### src/rtl/ica_pkg.sv
// Shared types and helpers for the ICA weight-update engine.
// Holds the saturation function, the default identity constant and the element-index type.
package ica_pkg;

    localparam int unsigned IDX_W  = 8;
    localparam int unsigned SAT_W  = 128;

    localparam logic [63:0] ICA_IDENT_DEFAULT = 64'd2305843009000000000;

    typedef logic [IDX_W-1:0] elem_idx_t;

    // Clamp a signed value to the range of a signed number of the given width.
    // The result stays SAT_W wide; callers take the low bits they need.
    function automatic logic signed [SAT_W-1:0] sat_signed(
        input logic signed [SAT_W-1:0] value,
        input int unsigned             width
    );
        logic signed [SAT_W-1:0] max_v;
        logic signed [SAT_W-1:0] min_v;
        max_v = {SAT_W{1'b1}} >> (SAT_W - width + 1);
        min_v = ~max_v;
        if (value > max_v) begin
            return max_v;
        end else if (value < min_v) begin
            return min_v;
        end
        return value;
    endfunction

endpackage

### src/rtl/ica_weight_update_lane.sv
// Three-stage update pipeline for one matrix element: d, product, then shift/saturate/sum.
// The third stage is combinational here; the caller registers its result into the weight file.
module ica_update_lane
    import ica_pkg::*;
#(
    parameter int unsigned    HW        = 64,
    parameter int unsigned    WW        = 16,
    parameter int unsigned    SLICE_LSB = 47,
    parameter logic [HW-1:0]  IDENT     = HW'(ICA_IDENT_DEFAULT),
    parameter int unsigned    CONV_TH   = 1
) (
    input  logic          clk_i,
    input  logic          rst_ni,
    input  logic          valid_i,
    input  elem_idx_t     idx_i,
    input  logic [HW-1:0] h_i,
    input  logic [HW-1:0] p_i,
    input  logic [WW-1:0] w_i,
    output logic          valid_o,
    output elem_idx_t     idx_o,
    output logic [WW-1:0] sum_o,
    output logic          sat_o,
    output logic          conv_o
);

    localparam int unsigned DW = HW + 2;
    localparam int unsigned MW = HW + WW + 2;

    logic                 s1_valid_q, s1_valid_d;
    elem_idx_t            s1_idx_q, s1_idx_d;
    logic signed [DW-1:0] d_q, d_d;
    logic signed [WW-1:0] s1_w_q, s1_w_d;

    logic                 s2_valid_q, s2_valid_d;
    elem_idx_t            s2_idx_q, s2_idx_d;
    logic signed [MW-1:0] m_q, m_d;
    logic signed [WW-1:0] s2_w_q, s2_w_d;

    logic signed [MW-1:0]    shifted;
    logic signed [SAT_W-1:0] delta_ext;
    logic signed [SAT_W-1:0] delta_full;
    logic        [WW-1:0]    delta;
    logic                    delta_sat;
    logic        [WW:0]      sum_raw;
    logic signed [SAT_W-1:0] sum_ext;
    logic signed [SAT_W-1:0] sum_full;
    logic                    sum_sat;
    logic        [WW:0]      delta_x;
    logic        [WW:0]      abs_delta;

    // Stage 1: two extra bits make IDENT - h - p exact for any 64-bit inputs.
    always_comb begin
        s1_valid_d = valid_i;
        s1_idx_d   = idx_i;
        s1_w_d     = w_i;
        d_d        = {{2{IDENT[HW-1]}}, IDENT} - {{2{h_i[HW-1]}}, h_i}
                     - {{2{p_i[HW-1]}}, p_i};
    end

    // Stage 2: operands sign-extended to the full product width, so the low MW bits are exact.
    always_comb begin
        s2_valid_d = s1_valid_q;
        s2_idx_d   = s1_idx_q;
        s2_w_d     = s1_w_q;
        m_d        = {{(MW-DW){d_q[DW-1]}}, d_q} * {{(MW-WW){s1_w_q[WW-1]}}, s1_w_q};
    end

    // Stage 3: floor shift, clamp delta, add to w, clamp sum.
    always_comb begin
        shifted    = m_q >>> SLICE_LSB;
        delta_ext  = {{(SAT_W-MW){shifted[MW-1]}}, shifted};
        delta_full = sat_signed(delta_ext, WW);
        delta      = delta_full[WW-1:0];
        delta_sat  = (delta_full != delta_ext);

        sum_raw    = {s2_w_q[WW-1], s2_w_q} + {delta[WW-1], delta};
        sum_ext    = {{(SAT_W-WW-1){sum_raw[WW]}}, sum_raw};
        sum_full   = sat_signed(sum_ext, WW);
        sum_sat    = (sum_full != sum_ext);

        // The most negative delta becomes 2^(WW-1) here, always above the threshold.
        delta_x    = {delta[WW-1], delta};
        abs_delta  = delta[WW-1] ? (~delta_x + (WW+1)'(1)) : delta_x;
    end

    always_ff @(posedge clk_i or negedge rst_ni) begin
        if (!rst_ni) begin
            s1_valid_q <= 1'b0;
            s1_idx_q   <= '0;
            d_q        <= '0;
            s1_w_q     <= '0;
            s2_valid_q <= 1'b0;
            s2_idx_q   <= '0;
            m_q        <= '0;
            s2_w_q     <= '0;
        end else begin
            s1_valid_q <= s1_valid_d;
            s1_idx_q   <= s1_idx_d;
            d_q        <= d_d;
            s1_w_q     <= s1_w_d;
            s2_valid_q <= s2_valid_d;
            s2_idx_q   <= s2_idx_d;
            m_q        <= m_d;
            s2_w_q     <= s2_w_d;
        end
    end

    assign valid_o = s2_valid_q;
    assign idx_o   = s2_idx_q;
    assign sum_o   = sum_full[WW-1:0];
    assign sat_o   = delta_sat | sum_sat;
    assign conv_o  = (abs_delta <= (WW+1)'(CONV_TH));

endmodule

### src/rtl/ica_weight_update.sv
// ICA weight-update engine: streams N*N elements through one update lane and collects
// the results into the winit register file, with start/busy/done handshake and sat/conv flags.
module ica_weight_update
    import ica_pkg::*;
#(
    parameter int unsigned    N         = 3,
    parameter int unsigned    HW        = 64,
    parameter int unsigned    WW        = 16,
    parameter int unsigned    SLICE_LSB = 47,
    parameter logic [HW-1:0]  IDENT     = HW'(ICA_IDENT_DEFAULT),
    parameter int unsigned    CONV_TH   = 1
) (
    input  logic              clk,
    input  logic              rst,
    input  logic              start,
    input  logic [N*N*HW-1:0] h_in,
    input  logic [N*N*HW-1:0] p_in,
    input  logic [N*N*WW-1:0] w_in,
    output logic              busy,
    output logic              done,
    output logic [N*N*WW-1:0] winit_out,
    output logic              sat,
    output logic              conv
);

    localparam int unsigned NE = N * N;

    localparam logic [1:0] StIdle  = 2'd0;
    localparam logic [1:0] StRun   = 2'd1;
    localparam logic [1:0] StDrain = 2'd2;

    logic [1:0]       state_q, state_d;
    elem_idx_t        idx_q, idx_d;
    logic             done_q, done_d;
    logic             sat_q, sat_d;
    logic             conv_q, conv_d;
    logic             conv_acc_q, conv_acc_d;
    logic [NE*WW-1:0] winit_q, winit_d;

    logic             issue_valid;
    logic [HW-1:0]    h_sel;
    logic [HW-1:0]    p_sel;
    logic [WW-1:0]    w_sel;

    logic             lane_valid;
    elem_idx_t        lane_idx;
    logic [WW-1:0]    lane_sum;
    logic             lane_sat;
    logic             lane_conv;

    // Input mux: select element idx_q from the flattened matrices.
    always_comb begin
        h_sel = '0;
        p_sel = '0;
        w_sel = '0;
        for (int k = 0; k < NE; k++) begin
            if (idx_q == elem_idx_t'(k)) begin
                h_sel = h_in[k*HW +: HW];
                p_sel = p_in[k*HW +: HW];
                w_sel = w_in[k*WW +: WW];
            end
        end
    end

    ica_update_lane #(
        .HW        (HW),
        .WW        (WW),
        .SLICE_LSB (SLICE_LSB),
        .IDENT     (IDENT),
        .CONV_TH   (CONV_TH)
    ) u_lane (
        .clk_i   (clk),
        .rst_ni  (rst),
        .valid_i (issue_valid),
        .idx_i   (idx_q),
        .h_i     (h_sel),
        .p_i     (p_sel),
        .w_i     (w_sel),
        .valid_o (lane_valid),
        .idx_o   (lane_idx),
        .sum_o   (lane_sum),
        .sat_o   (lane_sat),
        .conv_o  (lane_conv)
    );

    always_comb begin
        state_d     = state_q;
        idx_d       = idx_q;
        done_d      = 1'b0;
        sat_d       = sat_q;
        conv_d      = conv_q;
        conv_acc_d  = conv_acc_q;
        winit_d     = winit_q;
        issue_valid = 1'b0;

        unique case (state_q)
            StIdle: begin
                if (start) begin
                    state_d    = StRun;
                    idx_d      = '0;
                    sat_d      = 1'b0;
                    conv_d     = 1'b0;
                    conv_acc_d = 1'b1;
                end
            end
            StRun: begin
                issue_valid = 1'b1;
                if (idx_q == elem_idx_t'(NE - 1)) begin
                    state_d = StDrain;
                    idx_d   = '0;
                end else begin
                    idx_d = idx_q + elem_idx_t'(1);
                end
            end
            StDrain: begin
            end
            default: begin
                state_d = StIdle;
            end
        endcase

        // The drain phase ends when the last element leaves the lane.
        if (lane_valid) begin
            for (int k = 0; k < NE; k++) begin
                if (lane_idx == elem_idx_t'(k)) begin
                    winit_d[k*WW +: WW] = lane_sum;
                end
            end
            sat_d      = sat_q | lane_sat;
            conv_acc_d = conv_acc_q & lane_conv;
            if (lane_idx == elem_idx_t'(NE - 1)) begin
                state_d = StIdle;
                done_d  = 1'b1;
                conv_d  = conv_acc_q & lane_conv;
            end
        end
    end

    always_ff @(posedge clk or negedge rst) begin
        if (!rst) begin
            state_q    <= StIdle;
            idx_q      <= '0;
            done_q     <= 1'b0;
            sat_q      <= 1'b0;
            conv_q     <= 1'b0;
            conv_acc_q <= 1'b0;
            winit_q    <= '0;
        end else begin
            state_q    <= state_d;
            idx_q      <= idx_d;
            done_q     <= done_d;
            sat_q      <= sat_d;
            conv_q     <= conv_d;
            conv_acc_q <= conv_acc_d;
            winit_q    <= winit_d;
        end
    end

    assign busy      = (state_q != StIdle);
    assign done      = done_q;
    assign winit_out = winit_q;
    assign sat       = sat_q;
    assign conv      = conv_q;

endmodule
### config.mk
export PLATFORM = sky130hd
export DESIGN_NAME = ica_weight_update
export DESIGN_NICKNAME = d
export VERILOG_FILES = /design/src/rtl/ica_pkg.sv /design/src/rtl/ica_weight_update_lane.sv /design/src/rtl/ica_weight_update.sv
export SDC_FILE = /design/constraint.sdc
export NUM_CORES = 2
export LEC_CHECK = 0
export CAP_MARGIN = 20
export CORE_AREA = 2 2 559 561
export CTS_BUF_LIST = sky130_fd_sc_hd__clkbuf_4
export CTS_CLUSTER_DIAMETER = 50
export DETAILED_ROUTE_END_ITERATION = 8
export DIE_AREA = 0 0 561 563
export SETUP_SLACK_MARGIN = 0.1
export SYNTH_ARGS = -nofsm -noshare
export SYNTH_HDL_FRONTEND = slang
export SYNTH_SLANG_ARGS = --single-unit
### constraint.sdc
create_clock -name clk -period 8.25 [get_ports clk]
set_input_delay 1.65 -clock clk [delete_from_list [all_inputs] [get_ports clk]]
set_output_delay 1.65 -clock clk [all_outputs]
set_load 0.02 [all_outputs]
Word level (Yosys, flattened, before mapping)

Index checks and enable logic that the tools add are counted.

Add/sub/neg operators: 5
Multipliers: 1
Div/mod/pow operators: 0
Order comparisons: 5
Equal/unequal tests: 21
Shift operators: 0
Muxes and demuxes: 59
Bitwise gates (word level): 4
Reductions and logical operators: 18

Operator list:

| operator                                                        | number |
|---|---|
| two-way mux 64 bit                                              | 18 |
| two-way mux 128 bit                                             | 6 |
| two-way mux 16 bit                                              | 9 |
| != test 128 x 17 -> 1 bit                                       | 1 |
| != test 128 x 35 -> 1 bit                                       | 1 |
| multiplier 66 x 16 -> 82 bit                                    | 1 |
| subtractor 66 bit                                               | 1 |
| subtractor 62 x 64 -> 65 bit, first input constant              | 1 |
| equality test 8 x 3 -> 1 bit, second input constant             | 8 |
| greater-than comparator 35 x 16 -> 1 bit, second input constant | 1 |
| < comparator 35 x 16 -> 1 bit, second input constant            | 1 |
| equality test 8 x 2 -> 1 bit, second input constant             | 4 |
| AND reduction 2 bit                                             | 11 |
| adder 16 x 16 -> 17 bit                                         | 1 |
| adder 17 x 1 -> 17 bit, second input constant                   | 1 |
| greater-than comparator 17 x 16 -> 1 bit, second input constant | 1 |
| less-or-equal comparator 17 x 1 -> 1 bit, second input constant | 1 |
| < comparator 17 x 16 -> 1 bit, second input constant            | 1 |
| two-way mux 1 bit                                               | 17 |
| two-way mux 17 bit                                              | 1 |
| NOT 17 bit                                                      | 1 |
| equality test 8 x 1 -> 1 bit, second input constant             | 2 |
| equality test 8 x 4 -> 1 bit, second input constant             | 2 |
| logical NOT 8 bit                                               | 2 |
| 12 further kinds                                                | 20 |

Flip-flop bits (word level): 356
Latch bits: 0
Memory bits (writable): 0
ROM bits: 0
Input port bits: 1299
Output and inout port bits: 148
Logic and storage cells: 136
Memories: 0

Depth between registers and ports, before layout

Depth in word-level cells: 13
Mapped depth: 34
Gate-level depth less buffers: 27

Hierarchy

From an unflattened synthesis, not the netlist that was laid out.

Cells, all modules: 7216
Area, all modules: 61425.2 µm²

By module, submodules not included:

| module            | instances | cells an instance | area an instance (µm²) |
|---|---|---|---|
| ica_update_lane   | 1         | 4743              | 42713.5 |
| ica_weight_update | 1         | 2473              | 18711.7 |

Worst setup path after synthesis

No wires, ideal clock.

Path kind: flip-flop to flip-flop
Start: register u_lane.s1_w_q[1]
End: register u_lane.m_q[81]
Setup time: 80 ps
Arrival time: 6631 ps
Path slack: 1539 ps
Stages on the path, launching flop included: 25
Cells stage by stage: dfrtp_1 -> clkbuf_1 -> clkbuf_1 -> nand2_1 -> fa_1 -> inv_1 -> fa_1 -> inv_1 -> fa_1 -> fa_1 -> fa_1 -> inv_1 -> fa_1 -> ha_1 -> a21oi_1 -> o21ai_0 -> a2111oi_0 -> nor4b_1 -> o31ai_1 -> a31oi_1 -> a41o_1 -> a31o_2 -> a221oi_1 -> o21ba_2 -> xnor2_1

Word-level cells in the longest chain between the ends: 1

RTL lines:

| element                      | RTL line                      | text |
|---|---|---|
| start, declared              | ica_weight_update_lane.sv:32  | `logic signed [WW-1:0] s1_w_q, s1_w_d;` |
| start signal, assigned       | ica_weight_update_lane.sv:100 | `s1_w_q <= s1_w_d;` |
| multiplier 66 x 16 -> 82 bit | ica_weight_update_lane.sv:65  | `m_d = {{(MW-DW){d_q[DW-1]}}, d_q} * {{(MW-WW){s1_w_q[WW-1]}}, s1_w_q};` |
| via u_lane.m_d[81]           | ica_weight_update_lane.sv:36  | `logic signed [MW-1:0] m_q, m_d;` |
| end signal, assigned         | ica_weight_update_lane.sv:103 | `m_q <= m_d;` |
| end, declared                | ica_weight_update_lane.sv:36  |  |

The timed path passes the listed nets, and every way through them passes these cells.
A chain may end at the register's enable or synchronous reset.

Final worst setup path

Start: register idx_q[5]
End: register u_lane.d_q[60]

Word-level cells in the longest chain between the ends: 12
Elaborated cells on any way between the ends: 29
Those cells by class: 2 x add/sub; 8 x eq/ne; 18 x mux; 1 x reduce/logical

RTL lines:

| element                         | RTL line                     | text |
|---|---|---|
| start, declared                 | ica_weight_update.sv:33      | `elem_idx_t idx_q, idx_d;` |
| start signal, assigned          | ica_weight_update.sv:150     | `idx_q <= idx_d;` |
| logical NOT 8 bit               | ica_weight_update.sv:57      | `if (idx_q == elem_idx_t'(k)) begin` |
| two-way mux 64 bit (9 in a row) | ica_weight_update.sv:57      |  |
| subtractor 62 x 64 -> 65 bit    | ica_weight_update_lane.sv:56 | `d_d = {{2{IDENT[HW-1]}}, IDENT} - {{2{h_i[HW-1]}}, h_i}` |
| subtractor 66 bit (*)           | ica_weight_update_lane.sv:57 | `- {{2{p_i[HW-1]}}, p_i};` |
| via u_lane.d_d[60]              | ica_weight_update_lane.sv:31 | `logic signed [DW-1:0] d_q, d_d;` |
| end signal, assigned            | ica_weight_update_lane.sv:90 | `d_q <= '0;` |
| end signal, assigned            | ica_weight_update_lane.sv:99 | `d_q <= d_d;` |
| end, declared                   | ica_weight_update_lane.sv:31 |  |

Mark *: on every way through the listed nets, which the timed path passes. The rest lies on a longest branch.

==> impl_metrics.toml <==
[clock_tree]
ctsHoldBuffers = 0
cts_tree = "yes"
clk_path_buf_depth = 3
clk_pin_slew_ns = 0.07
htreeDepth = 3
cts_sinks = 309
clock-root-buffer = "clkbuf_4"
cts_inserted_buffers = 96
clock_latency_ns = 1.05

[setup_path]
cp_data_required_time_ns = 9.22
arrival_ns = 8.67
path_depth = 27
critPathTopFamily = "compound AO/OA/AOI/OAI gates"
cp_max_fo = 33
path_common_cell = "buf_4"
critPathBufInv = 5
r2r_cells = 27
crit_type = "reg2reg"
critPathMaxStageDelay_ns = 0.78
cp-end-kind = "register"
cp-start-kind = "register"
critPathSlowestCell = "or3_2"

[min_path]
hp-class = "reg2reg"
worstHoldPathCells = 0

[sta]
finalMaxSlewViolations = 0
tightest_slew_ns = 1.43
setup_viol = 0
period_share = 0.934
min_period_ns = 7.71
fmax_ghz = 0.130
fin_skew_ns = 0.105
hold_viol_final = 0
slew_headroom = 0.0474
grt_setup_unrepaired = "false"

[status]
status = "complete, no violations"

[layout]
multi_input_area_um2 = 46600
nets = 11300
regArea_um2 = 7770
area_growth_pct = 39.7
fill_cells = 33900
final_util = 0.269
drive_above_1_share = 0.0854

[floorplan]
die_y_um = 563
die-area_um2 = 316000
core_area_um2 = 310000
pin_count = 1447
start_util = 0.193
row_count = 205
fp.dieW_um = 561

[route]
drc_errors = 0
totalWireLength_um = 418000
first_pass_iters = 6
post_drt_wl_per_cell_um = 31.9
viasPerCell = 4.86
drt_iter0_markers = 5913
via_count = 63800
antenna_left = 0

[placed_design]
io_buffer_count = 1446
dp_hpwl_um = 357000
gp_congestion = 1.05

[global_route]
grt_pass1_vias = 64500
antenna_found_initial = 191
grt_pass1_wl_um = 557000
overflow = 0
grt_use_total = 0.258
grt_start_max_net_pins = 111

[flow_run]
max-cap-violations = 0

[yosys]
synth_area_per_cell_um2 = 8.32
mappedNetlistArea_um2 = 59900
synth_cell_types = 107
synth-edff-count = 0
yosysSeqAreaShare = 0.129
synthTopCellsByArea = "fa_1 32%, dfrtp_1 13%, nand2_1 7.3%, inv_1 6.2%, ha_1 5.6%"
ys_async_sr_fraction = 1.00
ys_ff_latch = 309
synth_nets = 9719
synth_top_cell_by_area = "fa_1"
yosysWarnings = 0
ys.flop_type = "dfrtp_1"
yosysMostFrequentCell = "nand2_1"
synth_common_cells = "1157 x nand2_1, 995 x inv_1, 963 x fa_1"
synth_cells = 7191
yosys.area.top_type_share = 0.322
cell type report:
cell class	count	area share
clock buffer	130	0.0117
multi-input combinational	5403	0.558
tap	4140	0.0620
clock inverter	38	0.00328
sequential	309	0.0929
inverter	995	0.0447
timing repair buffer	1917	0.222
antenna	205	0.00614
metrics by stage:
step	hold slack [ns]	std cells	setup WS [ns]	instance area, µm²	TNS, ns
3_3_place_gp	0.332	12800	-0.0411	81700	-0.0411
3_5_place_dp	0.335	12800	0.134	81700	0
5_1_grt	0.356	13100	0.166	83500	0
4_1_cts	0.348	12900	0.359	83000	0
2_1_floorplan	0.331	7191	1.54	59900	0
6_report	0.347	13100	0.543	83600	0
cells in the final DEF (no fill, tap or decap), types with 61 or more instances in the layout:
master / netlist / layout
clkbuf_4: 1 / 130
fa_1: 963 / 963
and2_1: 326 / 326
o211ai_1: 82 / 82
nand2b_1: 83 / 81
buf_4: 18 / 431
diode_2: 0 / 205
nand2_1: 1157 / 1154
a221oi_1: 286 / 275
nor2_1: 286 / 279
nand3_1: 130 / 128
a21o_1: 80 / 80
xor2_1: 61 / 61
nor3_1: 154 / 149
ha_1: 266 / 266
xnor2_1: 111 / 111
o21ai_0: 373 / 369
a21oi_1: 303 / 292
dfrtp_1: 309 / 292
clkdlybuf4s50_1: 0 / 1445
inv_1: 995 / 995
metal layers:
layer,global-route usage,routed length [µm]
met5,0,304
met4,0.250,44300
met3,0.0456,28900
met2,0.416,195000
met1,0.288,151000
sequential cells by signal, summed over array words and instances (netlist names), 2 cells and up:
name and count:
u_lane.d_q 66, u_lane.m_q 35, winit_out 144, u_lane.s2_w_q 16
u_lane.s1_w_q 16, state_q 2, u_lane.idx_o 8, idx_q 8
u_lane.s1_idx_q 8
worst register-to-register path: stages (launching register included):
cell and delay, ns:
dfrtp_1 0.51, or3_2 0.78, buf_4 0.29, nor2_4 0.36, buf_12 0.27, nand2_4 0.32
buf_4 0.36, nor2_1 0.10, nor3_1 0.05, a221oi_1 0.36, nand2_1 0.10, o211ai_1 0.17
a21oi_2 0.10, buf_4 0.23, a221oi_1 0.32, ha_1 0.35, a2111oi_0 0.38, o21ai_0 0.25
a31oi_1 0.36, a211o_1 0.24, a211oi_1 0.12, o211ai_1 0.32, a21oi_1 0.14, buf_4 0.17
a41o_1 0.28, or2_2 0.31, a21boi_0 0.23, xnor2_1 0.15
cells by family (layout without fill, tap and decap cells):
logic type      Yosys count  count (layout)  synth area share
compound gates         1598            1598             0.182
simple gates           2404            2404             0.189
buf+inv                1479            3080            0.0965
xor+xnor                172             172            0.0252
flops                   309             309             0.129
fa+ha+maj              1229            1229             0.378
other cells               0             205                 0
path summary, 6_finish.rpt:
| kind | slack [ns] | to | startpoint |
|---|---|---|---|
| min reg2reg | 0.35 | u_lane.valid_o | u_lane.s1_valid_q |
| min in group asynchronous | 0.51 | winit_out[31] | rst |
| min | 0.35 | u_lane.valid_o | u_lane.s1_valid_q |
| max reg2reg | 0.54 | u_lane.d_q[60] | idx_q[5] |
| max | 0.54 | u_lane.d_q[60] | idx_q[5] |
| max in group asynchronous | 6.39 | u_lane.d_q[13] | rst |
what timing repair did:
item                                   in CTS  in global routing
setup endpoints to repair                   0                  6
endpoints found under the hold margin       0                  0
gates resized for setup                     0                  3
buffers inserted                            0                  1
Power is left out: the tool's default activity adds up to more than one toggle a clock period on the data nets, which glitch-free logic cannot reach.
